==> src/rtl/key_scan_pkg.sv <==
// Shared types and defaults for the push-button debounce block.
package key_pkg;

  localparam int N_KEYS       = 4;
  localparam int DEF_TICK_DIV = 100000;
  localparam int DEF_DB_TICKS = 20;

  typedef enum logic [1:0] {
    IDLE    = 2'd0,
    P_WAIT  = 2'd1,
    PRESSED = 2'd2,
    R_WAIT  = 2'd3
  } key_state_e;

  // Map raw pin levels onto pressed = 1.
  function automatic logic [N_KEYS-1:0] to_pressed(input logic [N_KEYS-1:0] pins,
                                                   input bit active_low);
    return active_low ? ~pins : pins;
  endfunction

endpackage

==> src/rtl/key_debounce_fsm.sv <==
// Per-key debounce FSM: accepts a new level only after DB_TICKS consecutive ticks.
module key_debounce_fsm
  import key_pkg::*;
#(
  parameter int DB_TICKS = DEF_DB_TICKS
) (
  input  logic iCLK,
  input  logic iRST,
  input  logic tick,
  input  logic raw,
  output logic level,
  output logic press,
  output logic rel,
  output logic toggle
);

  localparam int DBC_W = $clog2(DB_TICKS + 1);
  localparam logic [1:0] ST_IDLE    = IDLE;
  localparam logic [1:0] ST_P_WAIT  = P_WAIT;
  localparam logic [1:0] ST_PRESSED = PRESSED;
  localparam logic [1:0] ST_R_WAIT  = R_WAIT;
  localparam logic [DBC_W-1:0] DBC_MAX  = DBC_W'(DB_TICKS);
  localparam logic [DBC_W-1:0] DBC_LAST = DBC_W'(DB_TICKS - 1);

  logic [1:0]       state;
  logic [DBC_W-1:0] dbc;

  always_ff @(posedge iCLK) begin
    if (iRST) begin
      state  <= ST_IDLE;
      dbc    <= '0;
      press  <= 1'b0;
      rel    <= 1'b0;
      toggle <= 1'b0;
    end else begin
      press <= 1'b0;
      rel   <= 1'b0;
      case (state)
        ST_IDLE: begin
          if (raw) begin
            state <= ST_P_WAIT;
            dbc   <= '0;
          end
        end
        ST_P_WAIT: begin
          // An abort wins over a coincident tick.
          if (!raw) begin
            state <= ST_IDLE;
          end else if (tick) begin
            if (dbc != DBC_MAX) dbc <= dbc + 1'b1;
            if (dbc >= DBC_LAST) begin
              state  <= ST_PRESSED;
              press  <= 1'b1;
              toggle <= ~toggle;
            end
          end
        end
        ST_PRESSED: begin
          if (!raw) begin
            state <= ST_R_WAIT;
            dbc   <= '0;
          end
        end
        ST_R_WAIT: begin
          if (raw) begin
            state <= ST_PRESSED;
          end else if (tick) begin
            if (dbc != DBC_MAX) dbc <= dbc + 1'b1;
            if (dbc >= DBC_LAST) begin
              state <= ST_IDLE;
              rel   <= 1'b1;
            end
          end
        end
        default: state <= ST_IDLE;
      endcase
    end
  end

  assign level = (state == ST_PRESSED) || (state == ST_R_WAIT);

endmodule

==> src/rtl/key_scan.sv <==
// Four-key debounced input: pin synchronisers, polarity fix, shared tick, per-key FSMs.
module key_scan
  import key_pkg::*;
#(
  parameter int TICK_DIV   = DEF_TICK_DIV,
  parameter int DB_TICKS   = DEF_DB_TICKS,
  parameter bit ACTIVE_LOW = 1'b1
) (
  input  logic              iCLK,
  input  logic              iRST,
  input  logic [N_KEYS-1:0] iKEY,
  output logic [N_KEYS-1:0] oKEY_LEVEL,
  output logic [N_KEYS-1:0] oKEY_PRESS,
  output logic [N_KEYS-1:0] oKEY_RELEASE,
  output logic [N_KEYS-1:0] oKEY_TOGGLE
);

  localparam int TCNT_W = (TICK_DIV > 1) ? $clog2(TICK_DIV) : 1;
  localparam logic [TCNT_W-1:0] TCNT_LAST = TCNT_W'(TICK_DIV - 1);
  localparam logic [N_KEYS-1:0] RELEASED_PINS = ACTIVE_LOW ? {N_KEYS{1'b1}} : {N_KEYS{1'b0}};

  logic [N_KEYS-1:0] sync_p0;
  logic [N_KEYS-1:0] sync_p1;
  logic [N_KEYS-1:0] raw;
  logic [TCNT_W-1:0] tick_cnt;
  logic              tick;

  // Synchronisers reset to the released level so no false edge follows reset.
  always_ff @(posedge iCLK) begin
    if (iRST) begin
      sync_p0 <= RELEASED_PINS;
      sync_p1 <= RELEASED_PINS;
    end else begin
      sync_p0 <= iKEY;
      sync_p1 <= sync_p0;
    end
  end

  assign raw = to_pressed(sync_p1, ACTIVE_LOW);

  // Free-running divider; its wrap cycle is the only tick.
  always_ff @(posedge iCLK) begin
    if (iRST)      tick_cnt <= '0;
    else if (tick) tick_cnt <= '0;
    else           tick_cnt <= tick_cnt + 1'b1;
  end

  assign tick = (tick_cnt == TCNT_LAST);

  for (genvar k = 0; k < N_KEYS; k++) begin : g_key
    key_debounce_fsm #(
      .DB_TICKS(DB_TICKS)
    ) u_fsm (
      .iCLK  (iCLK),
      .iRST  (iRST),
      .tick  (tick),
      .raw   (raw[k]),
      .level (oKEY_LEVEL[k]),
      .press (oKEY_PRESS[k]),
      .rel   (oKEY_RELEASE[k]),
      .toggle(oKEY_TOGGLE[k])
    );
  end

endmodule

==> config.mk <==
export PLATFORM = sky130hd
export DESIGN_NAME = key_scan
export DESIGN_NICKNAME = d
export VERILOG_FILES = /design/src/rtl/key_scan_pkg.sv /design/src/rtl/key_debounce_fsm.sv /design/src/rtl/key_scan.sv
export SDC_FILE = /design/constraint.sdc
export NUM_CORES = 1
export LEC_CHECK = 0
export CAP_MARGIN = 20
export CORE_MARGIN = 8
export CORE_UTILIZATION = 60
export DETAILED_ROUTE_END_ITERATION = 12
export GPL_TIMING_DRIVEN = 1
export PLACE_DENSITY = 0.81
export SLEW_MARGIN = 20
export SYNTH_ARGS = -nofsm -noshare
export SYNTH_HDL_FRONTEND = slang
export SYNTH_HIERARCHICAL = 1
export SYNTH_SLANG_ARGS = --single-unit
==> constraint.sdc <==
create_clock -name iCLK -period 4 [get_ports iCLK]
set_input_delay 0.8 -clock iCLK [delete_from_list [all_inputs] [get_ports iCLK]]
set_output_delay 0.8 -clock iCLK [all_outputs]
set_load 0.02 [all_outputs]
==> run_results.csv <==
group,metric,value,unit
clock_tree,post_cts_setup_bufs,0,
synth,synth_nets,344,
synth,post_synth.cell_area_avg,9.40,um^2
placement,place.gp.congestion,0.840,
final_layout,multi_input_area,1680,um^2
floorplanning,top_level_ports,22,
clock_tree,clock_insertion_delay_worst_skew,0.34,ns
final_layout,mostFrequentLayoutCells,"65 x dfxtp_1, 37 x nor2_1, 20 x nand2_1, 20 x clkdlybuf4s50_1",
power_and_ir_drop,irDropWorstVdd,247,uV
placement,place.detailed.hpwl,3950,um
floorplanning,dieHeight,87.8,um
clock_tree,tritoncts_buffer_count,9,
global_routing,grt_pass1_vias,2242,
placement,port_buffers,21,
drt,finalWirelength,5850,um
clock_tree,cts_sinks,65,
clock_tree,cts_tree,"done",
final_layout,drive_gt1_share,11.5,%
final_layout,area_growth_syn_to_layout,14.4,%
status,status,"completed",
hold_path,worst_hold_path_type,"reg -> reg",
drt,detail_route.iter0.violations,119,
setup_path,data_required_time_at_the_worst_endpoint,4.26,ns
final_layout,antennaDiodeCount,0,
drt,via_count,2448,
drt,iteration_count_of_the_initial_detailed_routing_pass,5,
global_routing,antenna_found_initial,0,
placement,place_ws,1.50,ns
setup_path,crit_path_end_kind,"register",
setup_path,cpMaxStageDelayCell,"or4b_4",
drt,drc,0,
sta,post-route-period-util,63.0,%
power_and_ir_drop,p_leak,1.28,nW
clock_tree,cts_root_buffer,"clkbuf_8",
drt,wl_per_cell,13.8,um
global_routing,grt_start_max_net_pins,33,
final_layout,final_nets,365,
global_routing,grt_overflow_total,0,
synth,seq_area_frac_synth,42.1,%
power_and_ir_drop,power.density_cell_area,348,nW/um^2
floorplanning,num_rows,26,
final_layout,seqCellArea,1300,um^2
floorplanning,initial_core_util,61.3,%
final_layout,mostFrequentLayoutCell,"dfxtp_1",
setup_path,cp-start-kind,"register",
sta,final-setup-viol-count,0,
synth,syn-cell-area,3090,um^2
sta,fin_ws,1.48,ns
flow_run,drv_cap,0,
sta,relSlewSlack,41.1,%
synth,postSynthRegisterBits,65,
global_routing,grt_pass1_wl,10200,um
setup_path,criticalPathCategory,"reg -> reg",
global_routing,globalRouteTotalUtil,16.9,%
setup_path,timing.critical_path.arrival,2.78,ns
sta,finalWorstPathRequiredPeriod,2.52,ns
floorplanning,die_width,87.8,um
clock_tree,hold_buffers,0,
drt,drt.antenna.violating_nets,0,
synth,post_synth_num_cell_types,38,
setup_path,cp_top_family,"simple AND/OR/NAND/NOR gates",
drt,viasPerCell,5.76,
clock_tree,clockBufferDepth,2,
sta,clock_skew,0.00860,ns
floorplanning,die-area,7710,um^2
sta,grt_setup_unrepaired,"false",
clock_tree,max_h_tree_level,3,
sta,hold_viol,0,
final_layout,finish.utilization,70.1,%
setup_path,timing.critical_path.fanout_max,32,
clock_tree,ctsResizeCount,0,
sta,worst_pin_slew,0.880,ns
floorplanning,core-area,5040,um^2
setup_path,timing.critical_path.cells,"or4b_4 -> nor4_2 -> buf_4 -> nand2b_1 -> nand3_2 -> a2111o_1 -> a211oi_2",
setup_path,critical_path_buf_inv_count,1,
sta,finalMaxSlewViolations,0,
sta,achievable-frequency,0.397,GHz
final_layout,layout.filler_cells,389,
synth,postSynthCellCount,329,
clock_tree,clk_pin_slew_worst_paths,0.07,ns
sta,tns,0,ns
setup_path,crit_path_max_incr_delay,0.56,ns
synth,synth-warning-count,6,
-- stage by stage --
stage               area, um^2  hold WS (ns)  total power, mW  std cells
finish                    3540         0.411             1.23        425
global route              3540         0.429             1.28        425
CTS                       3540         0.414             1.25        425
detailed placement        3350         0.397            0.713        409
global placement          3350         0.392            0.712        409
floorplan                 3090         0.389            0.700        329
-- registers in the layout (all words and copies together) (netlist names), named ones only --
| register | count |
|---|---|
| g_key.u_fsm/rel | 4 |
| g_key.u_fsm/state | 4 |
| g_key.u_fsm/dbc | 20 |
| g_key.u_fsm/toggle | 4 |
| tick_cnt | 17 |
| g_key.u_fsm/press | 4 |
| sync_p0 | 4 |
| sync_p1 | 4 |
-- cell usage after synthesis, drive strengths merged --
cell,instances,area share (%)
a211oi,4,1.6
ha,9,3.6
and4,2,0.57
mux2i,4,1.3
or2,8,1.6
buf,1,0.36
nand3b,1,0.24
nand2,20,2.4
a2111o,8,2.9
inv,15,1.8
nor2b,4,0.81
dfxtp,65,42
xnor2,12,3.4
nand4b,4,1.1
xor2,18,6.1
o41ai,1,0.89
and3b,4,1.1
clkbuf,12,1.5
o31ai,1,0.24
nor3,11,1.8
nor2,37,4.5
o21ai,4,0.65
nand2b,5,1.0
nor4,4,0.81
or4,1,0.24
or4b,1,0.45
a21oi,1,0.16
a31oi,4,0.81
a2111oi,4,1.1
nand3,22,4.4
o311ai,4,1.1
nand4,17,3.4
a211o,4,1.1
and4b,4,1.3
and2,4,0.81
nor4b,9,2.5
-- layout make-up --
cell class              instances  share of cell area, %
clock inverters                 5                   1.59
multi-input cells             236                   47.6
flip-flops and latches         65                   36.8
repair buffers                 23                   6.23
clock buffers                  11                   3.71
inverters                      15                   1.59
well taps                      70                   2.48
-- cell families (layout without fill, tap and decap cells) --
family,after synthesis,in the layout,synth area share (%)
and+or+nand+nor,158,158,29.2
DFF,65,65,42.1
AOI/OAI and AO/OA,35,35,10.7
xor gates and xnor gates,30,30,9.47
buffers and inverters,28,54,3.64
adders and majority gates,9,9,3.64
muxes,4,4,1.30
-- path summary, 6_finish.rpt --
check | end | start | slack [ns] | cells past startpoint
max | g_key[3].u_fsm/dbc[3] | tick_cnt[13] | 1.48 | 7
min | sync_p1[0] | sync_p0[0] | 0.41 | 1
max reg2reg | g_key[3].u_fsm/dbc[3] | tick_cnt[13] | 1.48 | 7
min reg2reg | sync_p1[0] | sync_p0[0] | 0.41 | 1
-- layer usage --
layer / wire length (um) / up-vias / global-route usage (%) / share of wire [%]
li1: - / 1227 / - / -
met1: 2740 / 1147 / 20.6 / 47
met2: 2680 / 64 / 25.4 / 46
met3: 331 / 10 / 5.25 / 5.7
met4: 103 / 0 / 9.84 / 1.8
met5: 0 / - / 0 / 0
-- power breakdown --
group,switching (mW),internal [mW]
sequential,0.00585,0.654
clock,0.245,0.287
combinational,0.0242,0.0140
total,0.276,0.955
Note: power is estimated with default switching activity, not from simulation.
==> patch 1: new RTL, config.mk and constraints unchanged <==
Set the parameter `ACTIVE_LOW` to 1'b0 (it was 1'b1).
--- a/src/rtl/key_scan.sv
+++ b/src/rtl/key_scan.sv
@@ -5,5 +5,5 @@
   parameter int TICK_DIV   = DEF_TICK_DIV,
   parameter int DB_TICKS   = DEF_DB_TICKS,
-  parameter bit ACTIVE_LOW = 1'b1
+  parameter bit ACTIVE_LOW = 1'b0
 ) (
   input  logic              iCLK,
Formal check against the unedited RTL: no difference found for any inputs over 10 cycles, from zero or initial values and one cycle with iRST high; that may be too few to reach the edited logic, so the function may still have changed.
==> patch 1 against the original RTL <==
Global-route usage down 0.32 points; fmax down 3.2%; routed wire length up 0.29%; clock power down 5.5%; synthesized area down 0.69%; largest cell class unchanged; non-clock buffer count unchanged; worst setup slack worse by 0.082 ns; final area down 1.4%; total power down 2.4%; critical path type unchanged; synthesized cell count down 0.91%; clock skew down 0.0022 ns; cell count down 1.4%; critical path depth up 1; sequential cell count unchanged.
==> patch 1: results (changes against the original RTL) <==
Status
Status: finished clean (unchanged).

Finish
The count of nets after finishing is 360 (was 365). The fill cell instance count of the final layout is 425 (was 389). The ratio of cells with drive above 1 in the final layout is 8.88% (was 11.5%).

STA
The final total negative setup slack is 0 ns (unchanged). The worst setup margin was 1.40 ns (was 1.48 ns). The final hold slack is 0.448 ns (was 0.411 ns). The worst clock skew on the final layout is 0.00644 ns (was 0.00860 ns). The relative max-transition margin is 67.3% (was 41.1%).

Pwr
The leakage power total is 1.23 nW (was 1.28 nW). For the sequential group, total power comes out at between 0.6 and 0.7 mW. The total net switching power is 0.265 mW (was 0.276 mW). The internal power contribution came to 0.936 mW (was 0.955 mW).

The combinational power is 0.0353 mW (was 0.0382 mW). The largest vdd supply drop is 0.278 mV (was 0.247 mV).

Setup path
The maximum fanout count along the critical path came to 33 (was 32). The stage delay of the slowest cell on the critical path is 0.43 ns (was 0.56 ns). The cell with the biggest individual delay on the critical path is a2111o_1 (was or4b_4). The number of cells on the worst reg-to-reg path is 8 (was 7). The cell class contributing the biggest share of worst-path delay was simple AND/OR/NAND/NOR gates (unchanged).

Clock network
The count of cells resized by post-cts repair is 0 (unchanged). The depth of the CTS H-tree is 3 (unchanged). The buffer depth of the longest clock path is 2 (unchanged). The TritonCTS buffer count is 9 (unchanged).

GRT
The first-pass GRT wire length is 10,100 um (was 10,200 um). The via count of the first global-routing pass was 2,259 (was 2,242). The global-route total usage across every layer came to 16.5% (was 16.9%). The maximum number of pins on one net before global-route repair came to 35 (was 33).

Placed design
The placer's final routability congestion estimate is 0.883 (was 0.840). The post-detailed-placement half-perimeter wirelength is 4000 um (was 3950 um). The worst setup slack before clock tree synthesis came to 1.47 ns (was 1.50 ns). The post-place instance area is 3310 um2 (was 3350 um2). The number of cells after detailed placement is 404 (was 409).

Logic synthesis
Ranking of synthesized cells by instance count: dfxtp_1 (65), nor2_1 (38), nand2_1 (20) (was dfxtp_1 (65), nor2_1 (37), nand2_1 (20)). The synthesized area divided by synthesized cell count is 9.42 um2 (was 9.40 um2). Cells taking the most area after synthesis: dfxtp_1 (42%), nor2_1 (4.6%), xnor2_1 (4.3%) (was dfxtp_1 (42%), nor2_1 (4.5%), xor2_1 (4.0%)). The synthesized netlist net count is 341 (was 344).

The proportion of synthesized flip-flops having asynchronous set or reset is 0% (unchanged). The count of synthesis-stage warnings from yosys is 6 (unchanged). The share of the yosys chip area belonging to registers is 42.4% (was 42.1%). The number of different library cells in the post-synthesis netlist is 35 (was 38).

Detailed routing
The count of vias placed by the detailed router came to 2,374 (was 2,448). The number of detailed-route iterations in the first pass is 4 (was 5). The starting DRC count in detailed routing is 155 (was 119). The mean number of vias per cell was 5.67 (was 5.76).

The per-cell routed wire length is 14.0 um (was 13.8 um).
==> patch 1: changes by cell type in the layout (fill, tap and decap cells not counted), sizes merged, moves of 2 or more <==
cell   unedited run  this run
xnor2            12        15
xor2             18        16
inv              15        11
nor4              4         6
nand3            22        20
nor2b             4        12
or2               8         1
==> patch 1: cells by family after synthesis <==
group,count (synthesis),share of synthesized area [%]
multiplexers,4,1.30
flip-flops,65,42.4
AO/OA/AOI/OAI,32,9.45
XOR/XNOR,31,9.82
buffers and inverters,26,3.95
adder cells (fa/ha/maj),9,3.67
AND/OR/NAND/NOR,159,29.4
==> patch 1: routing by layer <==
| metal | track usage, % | vias to the layer above | wire length (um) |
|---|---|---|---|
| met3 | 3.47 | 11 | 183 |
| met1 | 20.5 | 1112 | 2800 |
| li1 | - | 1211 | - |
| met4 | 9.06 | 0 | 112 |
| met5 | 0 | - | 0 |
| met2 | 26.2 | 40 | 2770 |
==> patch 1: path summary, 6_finish.rpt <==
kind / from / endpoint
worst max-delay path: tick_cnt[0]$_SDFF_PP0_ / g_key[1].u_fsm/dbc[3]$_SDFFE_PP0P_
worst min-delay path: sync_p0[1]$_SDFF_PP0_ / raw[1]$_SDFF_PP0_
worst max register to register: tick_cnt[0]$_SDFF_PP0_ / g_key[1].u_fsm/dbc[3]$_SDFFE_PP0P_
worst min register to register: sync_p0[1]$_SDFF_PP0_ / raw[1]$_SDFF_PP0_
==> patch 1: layout make-up <==
type | instances | area (um2) | area share, %
clock buffers | 12 | 165 | 4.74
well taps | 70 | 87.6 | 2.51
repair buffers | 23 | 220 | 6.32
clock inverters | 3 | 15.0 | 0.431
multi-input cells | 235 | 1660 | 47.5
flip-flops and latches | 65 | 1300 | 37.3
inverters | 11 | 41.3 | 1.18
==> patch 2: new RTL, same flow settings <==
Without the edit above. Register the input `iKEY` before use, cleared by the reset. The logic sees it one clock later.
--- a/src/rtl/key_scan.sv
+++ b/src/rtl/key_scan.sv
@@ -20,4 +20,14 @@
   localparam logic [N_KEYS-1:0] RELEASED_PINS = ACTIVE_LOW ? {N_KEYS{1'b1}} : {N_KEYS{1'b0}};
 
+  logic [N_KEYS-1:0] iKEY_q;
+
+  always_ff @(posedge iCLK) begin
+    if (iRST) begin
+      iKEY_q <= '0;
+    end else begin
+      iKEY_q <= iKEY;
+    end
+  end
+
   logic [N_KEYS-1:0] sync_p0;
   logic [N_KEYS-1:0] sync_p1;
@@ -32,5 +42,5 @@
       sync_p1 <= RELEASED_PINS;
     end else begin
-      sync_p0 <= iKEY;
+      sync_p0 <= iKEY_q;
       sync_p1 <= sync_p0;
     end
Formal check against the unedited RTL: same outputs for any inputs over 10 cycles, from zero or initial values and one cycle with iRST high; that may be too few to reach the edited logic, so the function may still have changed.
==> patch 2 against the original RTL <==
Sequential power is 6.8% higher; total power is 8.3% higher; final area increased by 3.2%; synthesized area up 4.0%; routed wire length is 3.8% higher; critical path depth rose by 1; sequential cell count grew 4; via count is 1.3% higher; worst setup slack got worse by 0.24 ns; largest cell class unchanged.
==> patch 2: results (changes against the original RTL) <==
STA
The worst clock skew on the final layout is 0.0130 ns (was 0.00860 ns). The final hold slack is 0.412 ns (was 0.411 ns). The actual transition at the worst max-transition pin was 1.05 ns (was 0.880 ns).

The post-layout minimum cycle time is 2.76 ns (was 2.52 ns).

Logic synthesis
The share of the yosys chip area belonging to registers is 42.9% (was 42.1%). Ranking of synthesized cells by instance count: dfxtp_1 (69), nor2_1 (36), nand3_1 (20) (was dfxtp_1 (65), nor2_1 (37), nand2_1 (20)). Cells taking the most area after synthesis: dfxtp_1 (43%), nor2_1 (4.2%), xor2_1 (4.1%) (was dfxtp_1 (42%), nor2_1 (4.5%), xor2_1 (4.0%)).

The synthesized netlist net count came to 355 (was 344). The proportion of synthesized flip-flops having asynchronous set or reset was 0% (unchanged). The count of synthesis-stage warnings from yosys is 6 (unchanged). The number of different library cells in the post-synthesis netlist is 43 (was 38).

GRT
The global route total overflow is 0 (unchanged). The maximum number of pins on one net before global-route repair is 64 (was 33). The met2 routing resource usage after global routing is 27.0% (was 25.4%). The global routing met3 resource utilization is 3.58% (was 5.25%).

The first-pass GRT wire length was 10,800 um (was 10,200 um). The via count of the first global-routing pass was 2,399 (was 2,242). The initial antenna violation count is 0 (unchanged).

The met1 routing resource usage after global routing was 21.3% (was 20.6%). The global-route total usage across every layer is 17.0% (was 16.9%).

Finish
The ratio of cells with drive above 1 in the final layout is 11.9% (was 11.5%). The antenna diode count came to 0 (unchanged). The count of nets after finishing is 372 (was 365). The fill cell instance count of the final layout was 420 (was 389). Largest registers in the final layout: g_key.u_fsm/dbc (20), tick_cnt (17) (unchanged).

Pwr
The leakage power total is 1.33 nW (was 1.28 nW). The largest vdd supply drop is 0.274 mV (was 0.247 mV).

Clock network
The buffers inserted during post-CTS setup optimization is 0 (unchanged). The later-pin clock latency in the skew report is roughly 0.33 ns. The library cell used as clock root buffer is clkbuf_8 (unchanged).

The clock transition at the register clock pins on the worst setup and hold paths after CTS is 0.07 ns (about the same). The buffer depth of the longest clock path is 2 (unchanged). The TritonCTS buffer count is 9 (unchanged). The count of cells resized by post-cts repair is 0 (unchanged).

The depth of the CTS H-tree is 3 (unchanged).

Placed design
The post-place instance area came to 3440 um2 (was 3350 um2). The worst setup slack before clock tree synthesis is 1.34 ns (was 1.50 ns). The post-detailed-placement half-perimeter wirelength is 3990 um (was 3950 um). The placer's final routability congestion estimate was 0.787 (was 0.840). The total of buffers placed on input and output ports came to 21 (unchanged).

Detailed routing
The number of detailed-route iterations in the first pass came to 4 (was 5). The starting DRC count in detailed routing is 138 (was 119). The per-cell routed wire length was 14.1 um (was 13.8 um). The mean number of vias per cell is 5.74 (was 5.76).

Die
The overall die area is 7960 um2 (was 7710 um2).

Setup path
The register-to-register path setup slack is 1.24 ns (was 1.48 ns). The stage delay of the slowest cell on the critical path came to 0.44 ns (was 0.56 ns). The data arrival time of the critical path was 3.00 ns (was 2.78 ns).

The cell with the biggest individual delay on the critical path is a2111o_1 (was or4b_4). The maximum fanout count along the critical path is 24 (was 32).

Min path
The worst min-delay path class was flop to flop (unchanged).

Status
Status: finished clean (unchanged).
patch 2: kinds of logic (layout without fill, tap and decap cells):
logic type / count (synthesis) / in the layout / share of synthesized area [%]
adders and majority gates: 9 / 9 / 3.50
and+or+nand+nor: 163 / 163 / 29.4
DFF: 69 / 69 / 42.9
AOI/OAI and AO/OA: 36 / 36 / 9.96
buffers and inverters: 30 / 52 / 4.08
muxes: 4 / 4 / 1.24
xor gates and xnor gates: 29 / 29 / 8.83
patch 2: metal layers:
layer  vias up  routed length (um)
li1       1252                   -
met5         -                   0
met4         0                 101
met1      1176                2950
met2        43                2810
met3         8                 204
patch 2: path summary, 6_finish.rpt:
kind / startpoint / endpoint / cells past startpoint
worst max-delay path: tick_cnt[0]$_SDFF_PP0_ / g_key[2].u_fsm/dbc[3]$_SDFFE_PP0P_ / 8
worst min-delay path: sync_p0[3]$_SDFF_PP1_ / sync_p1[3]$_SDFF_PP1_ / 1
worst min register to register: sync_p0[3]$_SDFF_PP1_ / sync_p1[3]$_SDFF_PP1_ / 1
worst max register to register: tick_cnt[0]$_SDFF_PP0_ / g_key[2].u_fsm/dbc[3]$_SDFFE_PP0P_ / 8
patch 2: final cells by class:
| class | count | area [um2] | area share (%) |
|---|---|---|---|
| clock inverters | 3 | 42.5 | 1.17 |
| inverters | 14 | 52.6 | 1.44 |
| flip-flops and latches | 69 | 1380 | 37.8 |
| repair buffers | 22 | 213 | 5.83 |
| clock buffers | 13 | 169 | 4.63 |
| well taps | 70 | 87.6 | 2.40 |
| multi-input cells | 241 | 1700 | 46.7 |
patch 2: report_power, final:
part           internal (mW)  switching, mW  total (mW)  leakage [nW]
Combinational         0.0157         0.0288      0.0445         0.668
Clock                  0.338          0.246       0.584         0.106
Sequential             0.698        0.00725       0.705         0.560
patch 2: through the flow:
| stage | util [%] | std cells |
|---|---|---|
| finish | 71.0 | 432 |
| floorplan | - | 340 |
| CTS | 71.0 | 432 |
| global route | 71.0 | 432 |
| detailed placement | 66.9 | 416 |
| global placement | 66.9 | 416 |
patch 2: worst max-delay path, delay by kind of cell, from the launching register on:
kind	cells	cell delay [ns]
simple gates	4	1.06
flops	1	0.40
buf+inv	1	0.33
fa+ha+maj	1	0.22
compound gates	2	0.67
